**config.mk**
```make
export PLATFORM = sky130hd
export DESIGN_NAME = controlador_divisor
export DESIGN_NICKNAME = d
export VERILOG_FILES = /design/src/rtl/div_ctrl_pkg.sv /design/src/rtl/arbitro_rr_2.sv /design/src/rtl/controlador_divisor.sv
export SDC_FILE = /design/constraint.sdc
export NUM_CORES = 1
export LEC_CHECK = 0
export CAP_MARGIN = 30
export CORE_MARGIN = 1
export CORE_UTILIZATION = 40
export DETAILED_ROUTE_END_ITERATION = 8
export HOLD_SLACK_MARGIN = 0.1
export PLACE_DENSITY = 0.81
export SYNTH_ARGS = -nofsm -noshare
export SYNTH_HDL_FRONTEND = slang
export SYNTH_SLANG_ARGS = --single-unit
```
**constraint.sdc**
```tcl
create_clock -name clk -period 2.4 [get_ports clk]
set_clock_uncertainty 0.15 [all_clocks]
set_input_delay 0.48 -clock clk [delete_from_list [all_inputs] [get_ports clk]]
set_output_delay 0.48 -clock clk [all_outputs]
set_load 0.02 [all_outputs]
```
**src/rtl/div_ctrl_pkg.sv**
```systemverilog
// Shared definitions for the divider controller: FSM encoding, data width,
// default timeout and the quotient reported on division by zero.
package div_ctrl_pkg;

    localparam int unsigned DATA_W          = 8;
    localparam int unsigned TIMEOUT_DEFAULT = 32;

    localparam logic [DATA_W-1:0] QUO_DIV_ZERO = 8'hFF;

    typedef enum logic [1:0] {
        IDLE = 2'd0,
        LOAD = 2'd1,
        RUN  = 2'd2,
        RESP = 2'd3
    } state_t;

endpackage

```
**src/rtl/arbitro_rr_2.sv**
```systemverilog
// Two-way round-robin arbiter: on contention the requester that was not
// granted last wins; a sole requester always wins. Output grant is one-hot.
module arbitro_rr_2 (
    input  logic       valid0,
    input  logic       valid1,
    input  logic       last_grant,
    output logic [1:0] grant
);

    always_comb begin
        grant = '0;
        if (valid0 && valid1) begin
            grant = last_grant ? 2'b01 : 2'b10;
        end else if (valid0) begin
            grant = 2'b01;
        end else if (valid1) begin
            grant = 2'b10;
        end
    end

endmodule

```
**src/rtl/controlador_divisor.sv**
```systemverilog
// Shares one external divider between two requesters with round-robin access.
// Optional RUN-state abort after TIMEOUT_CYCLES is enabled by DIV_TIMEOUT_EN.
module controlador_divisor
    import div_ctrl_pkg::*;
#(
    parameter int unsigned TIMEOUT_CYCLES = TIMEOUT_DEFAULT
) (
    input  logic              clk,
    input  logic              rst,
    input  logic              req0_valid,
    output logic              req0_ready,
    input  logic [DATA_W-1:0] req0_dividendo,
    input  logic [DATA_W-1:0] req0_divisor,
    input  logic              req1_valid,
    output logic              req1_ready,
    input  logic [DATA_W-1:0] req1_dividendo,
    input  logic [DATA_W-1:0] req1_divisor,
    output logic              resp0_valid,
    output logic [DATA_W-1:0] resp0_quociente,
    output logic [DATA_W-1:0] resp0_resto,
    output logic              resp0_div_zero,
    output logic              resp0_err,
    output logic              resp1_valid,
    output logic [DATA_W-1:0] resp1_quociente,
    output logic [DATA_W-1:0] resp1_resto,
    output logic              resp1_div_zero,
    output logic              resp1_err,
    output logic              div_start,
    output logic [DATA_W-1:0] div_dividendo,
    output logic [DATA_W-1:0] div_divisor,
    input  logic              div_done,
    input  logic [DATA_W-1:0] div_quociente,
    input  logic [DATA_W-1:0] div_resto,
    output logic              busy,
    output logic              grant_id
);

    state_t            state_q, state_d;
    logic [1:0]        grant;
    logic              accept;
    logic              sel;
    logic [DATA_W-1:0] sel_dvd, sel_dvs;
    logic              last_grant_q, grant_id_q;
    logic [DATA_W-1:0] op_dvd_q, op_dvs_q;
    logic [DATA_W-1:0] res_quo_q, res_rem_q;
    logic              res_zero_q, res_err_q;
    logic              timeout;

    arbitro_rr_2 u_arbitro (
        .valid0     (req0_valid),
        .valid1     (req1_valid),
        .last_grant (last_grant_q),
        .grant      (grant)
    );

    assign accept  = (state_q == IDLE) && (grant != '0);
    assign sel     = grant[1];
    assign sel_dvd = sel ? req1_dividendo : req0_dividendo;
    assign sel_dvs = sel ? req1_divisor   : req0_divisor;

`ifdef DIV_TIMEOUT_EN
    logic [31:0] cnt_q;

    always_ff @(posedge clk or posedge rst) begin
        if (rst) begin
            cnt_q <= '0;
        end else if (state_q == LOAD) begin
            cnt_q <= '0;
        end else if (state_q == RUN) begin
            cnt_q <= cnt_q + 32'd1;
        end
    end

    // cnt_q counts completed RUN cycles, so this fires in the last allowed one
    assign timeout = (state_q == RUN) && (cnt_q == 32'(TIMEOUT_CYCLES - 1));
`else
    assign timeout = 1'b0;
`endif

    always_ff @(posedge clk or posedge rst) begin
        if (rst) begin
            state_q <= IDLE;
        end else begin
            state_q <= state_d;
        end
    end

    always_comb begin
        state_d = state_q;
        case (state_q)
            IDLE: if (accept) state_d = (sel_dvs == '0) ? RESP : LOAD;
            LOAD: state_d = RUN;
            RUN:  if (div_done || timeout) state_d = RESP;
            RESP: state_d = IDLE;
            default: state_d = IDLE;
        endcase
    end

    always_ff @(posedge clk or posedge rst) begin
        if (rst) begin
            last_grant_q <= 1'b1;
            grant_id_q   <= 1'b0;
            op_dvd_q     <= '0;
            op_dvs_q     <= '0;
            res_quo_q    <= '0;
            res_rem_q    <= '0;
            res_zero_q   <= 1'b0;
            res_err_q    <= 1'b0;
        end else begin
            case (state_q)
                IDLE: begin
                    if (accept) begin
                        grant_id_q <= sel;
                        op_dvd_q   <= sel_dvd;
                        op_dvs_q   <= sel_dvs;
                        if (sel_dvs == '0) begin
                            res_quo_q  <= QUO_DIV_ZERO;
                            res_rem_q  <= sel_dvd;
                            res_zero_q <= 1'b1;
                            res_err_q  <= 1'b0;
                        end
                    end
                end
                RUN: begin
                    if (div_done) begin
                        res_quo_q  <= div_quociente;
                        res_rem_q  <= div_resto;
                        res_zero_q <= 1'b0;
                        res_err_q  <= 1'b0;
                    end else if (timeout) begin
                        res_quo_q  <= '0;
                        res_rem_q  <= '0;
                        res_zero_q <= 1'b0;
                        res_err_q  <= 1'b1;
                    end
                end
                RESP: last_grant_q <= grant_id_q;
                default: ;
            endcase
        end
    end

    // ready is combinational from the arbiter, so it is masked while rst is held
    always_comb begin
        req0_ready      = accept && !sel && !rst;
        req1_ready      = accept &&  sel && !rst;
        resp0_valid     = 1'b0;
        resp0_quociente = '0;
        resp0_resto     = '0;
        resp0_div_zero  = 1'b0;
        resp0_err       = 1'b0;
        resp1_valid     = 1'b0;
        resp1_quociente = '0;
        resp1_resto     = '0;
        resp1_div_zero  = 1'b0;
        resp1_err       = 1'b0;
        if (state_q == RESP) begin
            if (!grant_id_q) begin
                resp0_valid     = 1'b1;
                resp0_quociente = res_quo_q;
                resp0_resto     = res_rem_q;
                resp0_div_zero  = res_zero_q;
                resp0_err       = res_err_q;
            end else begin
                resp1_valid     = 1'b1;
                resp1_quociente = res_quo_q;
                resp1_resto     = res_rem_q;
                resp1_div_zero  = res_zero_q;
                resp1_err       = res_err_q;
            end
        end
    end

    assign div_start     = (state_q == LOAD) || (state_q == RUN);
    assign div_dividendo = op_dvd_q;
    assign div_divisor   = op_dvs_q;
    assign busy          = (state_q != IDLE);
    assign grant_id      = grant_id_q;

endmodule
```
==> run metrics <==
root buffer cell=clkbuf_8; number of enable flip-flop cells after synthesis=0; Critical Path Source Type=input port; clock buffer depth=2; Max transition margin=57.64%; CTS tree=done; most common cell after layout, fill and taps aside=clkdlybuf4s50_1; antenna diode count=0; P per Cell Area=about 1100 mW/mm2; CP max stage delay=0.56 ns; largest net degree at the start of global routing=36; critical path fanouts, max=9; drt initial violations=between 70 and 80; outcome=finished, final reports clean; final WL=6.302 mm; utilization after layout=67.71%; register bit total from synthesis=37; WP data required=2.43 ns; setup violators final=0; Remaining Overflow, GRT=0; placed instance area=0.003420 mm2; sequential fraction of the synthesis area=42.68%; RSZ-0062 raised after global routing=yes; vias in the first global route=~2,000; CTS buffer count=5; GP Congestion=just over 0.8; crit share post-route=99.61%; kind of end point of the critical path=register; Sum Neg Setup Slack=0 ns; CTS clock-pin slew for the worst setup and hold paths=0.07 ns; R2R Setup Slk=roughly 0.19 ns; Top FF cell, synth=dfrtp_1; die width=75.69 um; GR Util All Layers=23.15%; Worst-Skew Late Latency=0.29 ns; Leak=1.742 nW; H-tree level count=2; final instance area=0.003502 mm2; fin crit period=between 2 and 2.5 ns; Ports=112; Seq. cell area=927.1 um2; cells after synthesis=234; chip height=75.69 um; Final Hold Viols=0; total power=3.705 mW; HPWL Detailed=4.881 mm; clock sink count=37; cell area after synthesis=0.002172 mm2; commonest cells after routing, fill and taps aside=clkdlybuf4s50_1 (65), nand2_1 (37), dfrtp_1 (36); Core Region=roughly 0.0052 mm2; maxcap violations=0; cts hold-fix bufs=0; Setup Crit Path Kind=input port to register; Slew Viols, Final=0; Starting Density=41.99%; row count=26; synth top area cells=dfrtp_1 (41%), mux2i_1 (7.4%), nand2_1 (6.4%); Synth area leader=dfrtp_1; share of the synthesized area in the top cell type=approximately two fifths; share of cells above drive strength 1=12.39%; Net count, final=411; Peak VDD IR=0.5816 mV; routed vias/inst=5.040; HP Class=register to register; YS warnings=0; DR DRC count=0; Avg Inst Size Synth=9.282 um2; CP Data Arrival Time=approximately 2.4 ns; initial antenna violation count=0; worst slew pin tran=0.6312 ns; mean routed wirelength per cell=14.83 um; first-pass GRT wire length=9.639 mm; ys async rst share=100.0%; DIE AREA=about 0.0057 mm2; Critical Path, Cell by Cell=clkdlybuf4s50_1 > or4_4 > o211a_4 > or3_4 > o22a_1; Layout area overhead=61.23%; # fillers=414; First-pass DRT Iterations=4; post-synthesis cell type count=37; Max Fclk=~0.42 GHz; Via Count=2,142; post-route ant nets=0; I/O Buffers=109; area of the multi-input gates=between 0.001 and 0.0015 mm2; CP max stage cell=or4_4
-- state kept, by name, indices dropped and copies added, names as in the netlist --
register	cells
div_dividendo	8
div_divisor	8
res_quo_q	8
res_rem_q	8
state_q	2
grant_id	1
last_grant_q	1
res_zero_q	1
-- where the power goes --
group | switching (mW) | total, mW | internal (mW)
combinational | 1.21 | 2.23 | 1.02
sequential | 0.158 | 1.06 | 0.898
clock | 0.221 | 0.422 | 0.200
-- metal layers --
| layer | vias to the layer above | wire length, um | share of wire (%) | track usage [%] |
|---|---|---|---|---|
| met3 | 18 | 255 | 4.0 | 5.291 |
| li1 | 1055 | - | - | - |
| met5 | - | 0 | 0 | 0 |
| met1 | 1002 | 2656 | 42 | 28.67 |
| met4 | 0 | 169 | 2.7 | 9.259 |
| met2 | 67 | 3221 | 51 | 39.19 |
-- critical path, delay by kind of cell --
family	cells	cell delay (ns)
buffers and inverters	1	0.43
AO/OA/AOI/OAI	2	0.51
AND/OR/NAND/NOR	2	0.99
-- cells in the mapped netlist, types with 2 or more instances --
master and instances:
and2_1 18, and3_1 18, buf_2 2, buf_4 2
buf_6 2, clkbuf_1 11, dfrtp_1 36, ha_1 4
inv_1 12, mux2i_1 16, nand2_1 37, nand3_1 2
nor2_1 5, nor2b_1 2, nor3_1 3, o21a_1 10
o21ai_0 17, o21ai_1 2, o221ai_1 7, o22a_1 8
o31ai_1 2, or4_1 3
-- timing repair --
action,4_1_cts,5_1_grt
buffers inserted,0,0
endpoints found under the hold margin,0,0
endpoints found under the setup margin,47,21
pin swaps,3,6
resized for setup,47,12
cloned,0,0
-- through the flow --
step           instances  hold slack [ns]  worst slack (ns)
6_report             425           0.3306          0.009409
2_1_floorplan        235           0.3168            0.1123
4_1_cts              425           0.3353          0.001684
3_3_place_gp         417           0.3117           -0.3878
5_1_grt              425           0.3513          -0.02065
3_5_place_dp         417           0.3192           -0.3815
-- final timing paths --
path,start,to,cells past startpoint
worst min register to register,div_divisor[6]$_DFFE_PP0P_,div_divisor[6]$_DFFE_PP0P_,2
worst max register to register,state_q[1]$_DFFE_PP0P_,res_quo_q[0]$_DFFE_PP0P_,8
min in group asynchronous,rst,div_dividendo[7]$_DFFE_PP0P_,3
worst min-delay path,div_divisor[6]$_DFFE_PP0P_,div_divisor[6]$_DFFE_PP0P_,2
max in group asynchronous,rst,last_grant_q$_DFFE_PP1P_,3
worst max-delay path,req0_divisor[7],res_quo_q[0]$_DFFE_PP0P_,5
-- kinds of logic (layout without fill, tap and decap cells) --
kind of cell | count (synthesis) | after routing | share of synthesized area [%]
other | 1 | 2 | 0.1726
AND/OR/NAND/NOR | 94 | 94 | 23.44
multiplexers | 17 | 17 | 7.892
adder cells (fa/ha/maj) | 4 | 4 | 2.304
buffers and inverters | 29 | 149 | 6.163
AO/OA/AOI/OAI | 52 | 52 | 17.34
flip-flops | 37 | 37 | 42.68
-- cell type report --
class / count / share of cell area, %
clock buffer: 5 / 1.965
clock inverter: 3 / 0.5002
inverter: 12 / 1.286
multi-input combinational: 169 / 32.58
sequential: 37 / 26.47
tap: 70 / 2.501
timing repair buffer: 129 / 34.69
Power figures use the tool's default switching activity.
